[src/rtl/ram_ctrl_pkg.sv]
// Shared constants and helpers for the single-port RAM burst controller.
// Optional statistics counters are enabled with the RAM_BURST_STATS_EN macro.
package ram_ctrl_pkg;

    typedef logic [1:0] state_t;

    localparam state_t StIdle = 2'd0;
    localparam state_t StWr   = 2'd1;
    localparam state_t StRd   = 2'd2;

    localparam int unsigned RD_LATENCY      = 1;
    localparam int unsigned RESP_FIFO_DEPTH = 2;
    localparam int unsigned STAT_CNT_WIDTH  = 32;

    // Saturating increment for the statistics counters.
    function automatic logic [STAT_CNT_WIDTH-1:0] sat_inc(input logic [STAT_CNT_WIDTH-1:0] v);
        return (&v) ? v : v + STAT_CNT_WIDTH'(1);
    endfunction

endpackage

[src/rtl/resp_fifo2.sv]
// Two-entry response FIFO holding {last, data} read beats for the burst controller.
// Push is accepted while full only when a pop happens in the same cycle.
module resp_fifo2
    import ram_ctrl_pkg::*;
#(
    parameter int unsigned DATA_WIDTH = 8
) (
    input  logic                  clk,
    input  logic                  rst_n,
    input  logic                  push_i,
    input  logic                  push_last_i,
    input  logic [DATA_WIDTH-1:0] push_data_i,
    input  logic                  pop_i,
    output logic                  valid_o,
    output logic                  last_o,
    output logic [DATA_WIDTH-1:0] data_o,
    output logic [1:0]            count_o
);

    localparam logic [1:0] Full = 2'(RESP_FIFO_DEPTH);

    logic [DATA_WIDTH:0] mem_q [RESP_FIFO_DEPTH];
    logic                wr_ptr_q;
    logic                rd_ptr_q;
    logic [1:0]          count_q;
    logic [1:0]          count_d;
    logic                do_push;
    logic                do_pop;

    assign do_pop  = pop_i && (count_q != 2'd0);
    assign do_push = push_i && ((count_q != Full) || do_pop);

    always_comb begin
        count_d = count_q;
        if (do_push && !do_pop) begin
            count_d = count_q + 2'd1;
        end else if (!do_push && do_pop) begin
            count_d = count_q - 2'd1;
        end
    end

    always_ff @(posedge clk or negedge rst_n) begin
        if (!rst_n) begin
            for (int i = 0; i < RESP_FIFO_DEPTH; i++) begin
                mem_q[i] <= '0;
            end
            wr_ptr_q <= 1'b0;
            rd_ptr_q <= 1'b0;
            count_q  <= 2'd0;
        end else begin
            if (do_push) begin
                mem_q[wr_ptr_q] <= {push_last_i, push_data_i};
                wr_ptr_q        <= ~wr_ptr_q;
            end
            if (do_pop) begin
                rd_ptr_q <= ~rd_ptr_q;
            end
            count_q <= count_d;
        end
    end

    assign valid_o = (count_q != 2'd0);
    assign last_o  = mem_q[rd_ptr_q][DATA_WIDTH];
    assign data_o  = mem_q[rd_ptr_q][DATA_WIDTH-1:0];
    assign count_o = count_q;

endmodule

[src/rtl/ram_sp_burst_ctrl.sv]
// Burst controller for a single-port synchronous RAM with 1-cycle registered reads.
// Define RAM_BURST_STATS_EN to add saturating write/read statistics counters.
module ram_sp_burst_ctrl
    import ram_ctrl_pkg::*;
#(
    parameter int unsigned DATA_WIDTH = 8,
    parameter int unsigned ADDR_WIDTH = 8,
    parameter int unsigned LEN_WIDTH  = 4
) (
    input  logic                      clk,
    input  logic                      rst_n,
`ifdef RAM_BURST_STATS_EN
    output logic [STAT_CNT_WIDTH-1:0] stat_wr_cnt_o,
    output logic [STAT_CNT_WIDTH-1:0] stat_rd_cnt_o,
`endif
    input  logic                      cmd_valid_i,
    output logic                      cmd_ready_o,
    input  logic                      cmd_we_i,
    input  logic [ADDR_WIDTH-1:0]     cmd_addr_i,
    input  logic [LEN_WIDTH-1:0]      cmd_len_i,
    input  logic                      wdat_valid_i,
    output logic                      wdat_ready_o,
    input  logic [DATA_WIDTH-1:0]     wdat_data_i,
    output logic                      rdat_valid_o,
    input  logic                      rdat_ready_i,
    output logic [DATA_WIDTH-1:0]     rdat_data_o,
    output logic                      rdat_last_o,
    output logic                      ram_cs_o,
    output logic                      ram_we_o,
    output logic [ADDR_WIDTH-1:0]     ram_address_o,
    output logic [DATA_WIDTH-1:0]     ram_data_in_o,
    input  logic [DATA_WIDTH-1:0]     ram_data_out_i
);

    localparam int unsigned OCC_W = $clog2(RESP_FIFO_DEPTH + RD_LATENCY + 1);
    localparam logic [OCC_W-1:0] IssueLimit = OCC_W'(RESP_FIFO_DEPTH);

    state_t                state_q;
    state_t                state_d;
    logic [ADDR_WIDTH-1:0] addr_q;
    logic [ADDR_WIDTH-1:0] addr_d;
    logic [LEN_WIDTH-1:0]  rem_q;
    logic [LEN_WIDTH-1:0]  rem_d;
    logic                  infl_q;
    logic                  infl_last_q;

    logic                  issue;
    logic                  wr_beat;
    logic                  pop;
    logic [1:0]            fifo_count;
    logic [OCC_W-1:0]      occ;

    assign pop = rdat_valid_o && rdat_ready_i;
    // Slots already claimed once this cycle's pop is accounted for.
    assign occ = OCC_W'(fifo_count) + OCC_W'(infl_q) - OCC_W'(pop);

    always_comb begin
        state_d      = state_q;
        addr_d       = addr_q;
        rem_d        = rem_q;
        issue        = 1'b0;
        wr_beat      = 1'b0;
        wdat_ready_o = 1'b0;
        unique case (state_q)
            StIdle: begin
                if (cmd_valid_i) begin
                    addr_d  = cmd_addr_i;
                    rem_d   = cmd_len_i;
                    state_d = cmd_we_i ? StWr : StRd;
                end
            end
            StWr: begin
                wdat_ready_o = 1'b1;
                if (wdat_valid_i) begin
                    wr_beat = 1'b1;
                    addr_d  = addr_q + ADDR_WIDTH'(1);
                    if (rem_q == '0) begin
                        state_d = StIdle;
                    end else begin
                        rem_d = rem_q - LEN_WIDTH'(1);
                    end
                end
            end
            StRd: begin
                if (occ < IssueLimit) begin
                    issue  = 1'b1;
                    addr_d = addr_q + ADDR_WIDTH'(1);
                    if (rem_q == '0) begin
                        state_d = StIdle;
                    end else begin
                        rem_d = rem_q - LEN_WIDTH'(1);
                    end
                end
            end
            default: begin
                state_d = StIdle;
            end
        endcase
    end

    always_ff @(posedge clk or negedge rst_n) begin
        if (!rst_n) begin
            state_q     <= StIdle;
            addr_q      <= '0;
            rem_q       <= '0;
            infl_q      <= 1'b0;
            infl_last_q <= 1'b0;
        end else begin
            state_q     <= state_d;
            addr_q      <= addr_d;
            rem_q       <= rem_d;
            infl_q      <= issue;
            infl_last_q <= issue && (rem_q == '0);
        end
    end

    // IDLE is the reset state, but the handshake must stay low while reset is held.
    assign cmd_ready_o   = rst_n && (state_q == StIdle);
    assign ram_cs_o      = issue || wr_beat;
    assign ram_we_o      = wr_beat;
    assign ram_address_o = (issue || wr_beat) ? addr_q : '0;
    assign ram_data_in_o = wr_beat ? wdat_data_i : '0;

    resp_fifo2 #(
        .DATA_WIDTH(DATA_WIDTH)
    ) u_resp_fifo (
        .clk        (clk),
        .rst_n      (rst_n),
        .push_i     (infl_q),
        .push_last_i(infl_last_q),
        .push_data_i(ram_data_out_i),
        .pop_i      (pop),
        .valid_o    (rdat_valid_o),
        .last_o     (rdat_last_o),
        .data_o     (rdat_data_o),
        .count_o    (fifo_count)
    );

`ifdef RAM_BURST_STATS_EN
    logic [STAT_CNT_WIDTH-1:0] stat_wr_q;
    logic [STAT_CNT_WIDTH-1:0] stat_rd_q;

    always_ff @(posedge clk or negedge rst_n) begin
        if (!rst_n) begin
            stat_wr_q <= '0;
            stat_rd_q <= '0;
        end else begin
            if (wr_beat) begin
                stat_wr_q <= sat_inc(stat_wr_q);
            end
            if (pop) begin
                stat_rd_q <= sat_inc(stat_rd_q);
            end
        end
    end

    assign stat_wr_cnt_o = stat_wr_q;
    assign stat_rd_cnt_o = stat_rd_q;
`endif

endmodule

[config.mk]
export PLATFORM = sky130hd
export DESIGN_NAME = ram_sp_burst_ctrl
export DESIGN_NICKNAME = d
export VERILOG_FILES = /design/src/rtl/ram_ctrl_pkg.sv /design/src/rtl/resp_fifo2.sv /design/src/rtl/ram_sp_burst_ctrl.sv
export SDC_FILE = /design/constraint.sdc
export NUM_CORES = 1
export LEC_CHECK = 0
export ABC_AREA = 0
export BUFFER_PORTS_ARGS = -buffer_cell sky130_fd_sc_hd__buf_2
export CORE_MARGIN = 2
export CORE_UTILIZATION = 45
export DETAILED_ROUTE_END_ITERATION = 16
export MAX_ROUTING_LAYER = met4
export PLACE_DENSITY = 0.71
export SYNTH_ARGS = -nofsm -noshare
export SYNTH_HDL_FRONTEND = slang
export SYNTH_SLANG_ARGS = --single-unit
[constraint.sdc]
create_clock -name clk -period 2.8 [get_ports clk]
set_clock_uncertainty 0.05 [all_clocks]
set_input_delay 0.28 -clock clk [delete_from_list [all_inputs] [get_ports clk]]
set_output_delay 0.28 -clock clk [all_outputs]
set_load 0.05 [all_outputs]
==> flow_metrics.py <==
metrics = {
    "route": {
        "post-route-drc-count": 0,
        "total_vias_in_the_final_route": 1729,
        "drt_pre_antenna_iters": 4,
        "final_routed_wirelength_um": 4550,
        "wl_per_cell_um": 14.0,
        "drtIter0Drc": 61,
        "route.detailed.vias_per_inst": 5.30,
        "drtAntennaViolNets": 0,
    },
    "place": {
        "place.port_buffers": 63,
        "dpl.hpwl_um": 3250,
        "gp_congestion": 0.740,
    },
    "timing": {
        "layout_worst_path_cycle_share": 0.958,
        "number_of_max_slew_violations_in_the_final_report": 0,
        "finalCriticalPeriod_ns": 2.68,
        "report.final.setup_viol": 0,
        "setup_total_negative_slack_ns": 0,
        "slew_limit_headroom": 0.589,
        "final_hold_viol_count": 0,
        "max_freq_ghz": 0.373,
        "worst_pin_slew_ns": 0.615,
    },
    "yosys": {
        "synth_enable_flop_cells": 0,
        "synth.yosys.seq_area_share": 0.444,
        "ys_dominant_reg_cell": "sky130_fd_sc_hd__dfrtp_1",
        "synth.ff_latch_count": 38,
        "post_synth_num_cell_types": 35,
        "syn-num-nets": 241,
        "syn_area_per_cell_um2": 10.8,
        "postSynth.asyncResetShare": 1.00,
        "synthesis.yosys.warnings": 0,
        "mapped_cell_area_um2": 2140,
        "post_synth_inst_count": 199,
    },
    "worst_hold_path": {
        "hold_path.class": "input port to asynchronous set/reset pin",
    },
    "grt": {
        "grt_usage": 0.188,
        "grt_pass1_vias": 1666,
        "grt_antenna_before_repair": 0,
        "grt_total_ovfl": 0,
        "wire_length_of_the_first_global_routing_pass_um": 7450,
        "largest_net_degree_at_the_start_of_global_routing": 39,
    },
    "worst_setup_path": {
        "timing.rr.end": "rem_q[3]",
        "timing.critical_path.required_ns": 2.47,
        "reg2reg_slack_ns": 0.26,
        "worst-path-max-fanout": 5,
        "critical_path_startpoint_category": "flop",
        "worst_r2r_startpoint": "u_resp_fifo.count_o[1]",
        "timing.critical_path.from": "u_resp_fifo.count_o[1]",
        "timing_worst_setup_path_type": "flop to primary output",
        "critPathArrivalTime_ns": 2.35,
        "worst-r2r-cell-count": 11,
        "type_of_destination_of_the_critical_path": "primary output",
        "cp-endpoint": "ram_address_o[3]",
    },
    "floorplanning": {
        "floorplan.io_pins": 64,
        "initial_utilization": 0.459,
        "coreArea_um2": 4660,
        "std_cell_rows": 25,
        "die-area_um2": 5320,
        "die_w_um": 73.0,
        "die_h_um": 73.0,
    },
    "clocking": {
        "clkSlewWorstSetupHoldPaths_ns": 0.07,
        "clk_root_buf": "sky130_fd_sc_hd__clkbuf_8",
        "htreeDepth": 2,
        "clockBufferDepth": 2,
        "cts_tree": "done",
        "cts-buffers-inserted": 5,
        "clock_sink_count": 38,
        "clk-insertion-delay-late_ns": 0.30,
    },
    "layout": {
        "finalNetCount": 314,
        "drive_gt1_frac": 0.434,
        "antenna_cells_inserted": 0,
        "final_cell_mix": "sky130_fd_sc_hd__buf_2, sky130_fd_sc_hd__dfrtp_1, sky130_fd_sc_hd__mux2_2",
        "area.growth.synth_to_final_pct": 28.2,
        "layout.cells.most_common": "sky130_fd_sc_hd__buf_2",
        "n_fill_cell": 419,
        "final-seq-area_um2": 951,
        "multiInputGateArea_um2": 1150,
    },
    "power": {
        "switching_share": 0.469,
        "irDropWorstVdd_v": 0.000610,
        "part_of_the_total_power_dissipated_in_combinational_logic": 0.607,
        "cellPowerDensity_nw_per_um2": 1400,
        "internal_power_mw": 2.05,
        "share_clk_of_total_power": 0.125,
        "seq_power_share": 0.268,
        "p_leak_nw": 1.37,
        "net-switching-power_mw": 1.80,
        "post-layout-total-power_mw": 3.85,
    },
    "job": {
        "timing.max_cap.violations": 0,
    },
    "outcome": {
        "status": "completed",
    },
}
area by class of cell:
type,instances,area share
Clock buffer,6,0.0301
Multi-Input combinational cell,143,0.419
Sequential cell,38,0.347
Clock inverter,1,0.0109
Tap cell,54,0.0246
Timing Repair Buffer,72,0.152
Inverter,12,0.0164
stage by stage:
step / hold slack, ns / instance area, um2 / util / std cells / setup WS [ns]
floorplan: -0.0656 / 2140 / - / 199 / -0.247
global placement: 0.352 / 2540 / 0.545 / 316 / 0.195
detailed placement: 0.346 / 2540 / 0.545 / 316 / 0.151
CTS: 0.0275 / 2700 / 0.580 / 325 / 0.0817
global route: 0.0533 / 2740 / 0.588 / 326 / -0.00549
finish: 0.00908 / 2740 / 0.588 / 326 / 0.117
state kept, by name, indices dropped and copies added (netlist names):
name                  flops
rem_q                     4
u_resp_fifo.wr_ptr_q      1
u_resp_fifo.mem_q        18
addr_q                    8
infl_last_q               1
state_q                   2
u_resp_fifo.rd_ptr_q      1
u_resp_fifo.count_o       2
infl_q                    1
power groups by stage:
stage / combinational [mW] / sequential [mW] / clock [mW]
4_1_cts: 2.31 / 1.03 / 0.487
5_1_grt: 2.54 / 1.07 / 0.513
6_report: 2.34 / 1.03 / 0.481
3_5_place_dp: 2.20 / 1.04 / 0
2_1_floorplan: 1.81 / 0.965 / 0
3_3_place_gp: 2.14 / 1.03 / 0
synthesized netlist by cell type, drive strengths merged (2+ instances only):
master	instances	area share
xor2	4	0.016
ha	8	0.047
nand3	6	0.014
o21ai	8	0.019
nor2b	10	0.029
and3	11	0.032
inv	12	0.021
nor4b	2	0.0082
o22a	9	0.037
buf	3	0.0099
dfrtp	38	0.44
a21oi	7	0.016
nand2	9	0.016
nor2	9	0.017
nor3b	3	0.011
mux2i	4	0.019
mux2	27	0.14
nand3b	2	0.0070
a31oi	3	0.0088
clkbuf	4	0.0070
nand2b	3	0.0088
a211o	2	0.0082
xnor2	3	0.012
and2	3	0.0088
cell families after synthesis:
family / after synthesis / share of synthesized area
adder cells (fa/ha/maj): 8 / 0.0468
multiplexers: 31 / 0.161
flip-flops: 38 / 0.444
buffers and inverters: 19 / 0.0380
XOR/XNOR: 7 / 0.0287
AO/OA/AOI/OAI: 34 / 0.116
AND/OR/NAND/NOR: 62 / 0.166
worst min-delay path by stage:
| stage | startpoint | to | slack, ns | cells after the start |
|---|---|---|---|---|
| final | rst_n | u_resp_fifo.mem_q[0] | 0.009 | 2 |
| after global routing | rst_n | u_resp_fifo.mem_q[5] | 0.05 | 2 |
| after CTS | rst_n | addr_q[5] | 0.03 | 2 |
| after detailed placement | rst_n | u_resp_fifo.count_o[1] | 0.35 | 2 |
| after global placement | rst_n | u_resp_fifo.mem_q[0] | 0.35 | 2 |
| after floorplan | rst_n | addr_q[0] | -0.07 | 0 |
timing repair:
action,4_1_cts,5_1_grt
hold buffers,0,0
gates resized for setup,12,10
pin swaps,2,2
gates cloned,1,0
endpoints found under the setup margin,9,9
setup buffers,1,1
worst max-delay path, stage by stage (launching register included):
cell	delay, ns
sky130_fd_sc_hd__dfrtp_1	0.42
sky130_fd_sc_hd__or2_2	0.33
sky130_fd_sc_hd__nand2_2	0.10
sky130_fd_sc_hd__inv_1	0.05
sky130_fd_sc_hd__ha_1	0.27
sky130_fd_sc_hd__nor2b_2	0.15
sky130_fd_sc_hd__xnor2_2	0.14
sky130_fd_sc_hd__and2_4	0.21
sky130_fd_sc_hd__nor2_4	0.06
sky130_fd_sc_hd__nor2b_1	0.12
sky130_fd_sc_hd__buf_4	0.20
routing by layer:
layer | GRT usage | vias to the layer above | part of all wire
met5 | - | - | 0
met1 | 0.213 | 829 | 0.43
li1 | - | 856 | -
met2 | 0.323 | 37 | 0.51
met3 | 0.0580 | 7 | 0.047
met4 | 0.0494 | 0 | 0.012
Power figures use the tool's default switching activity.
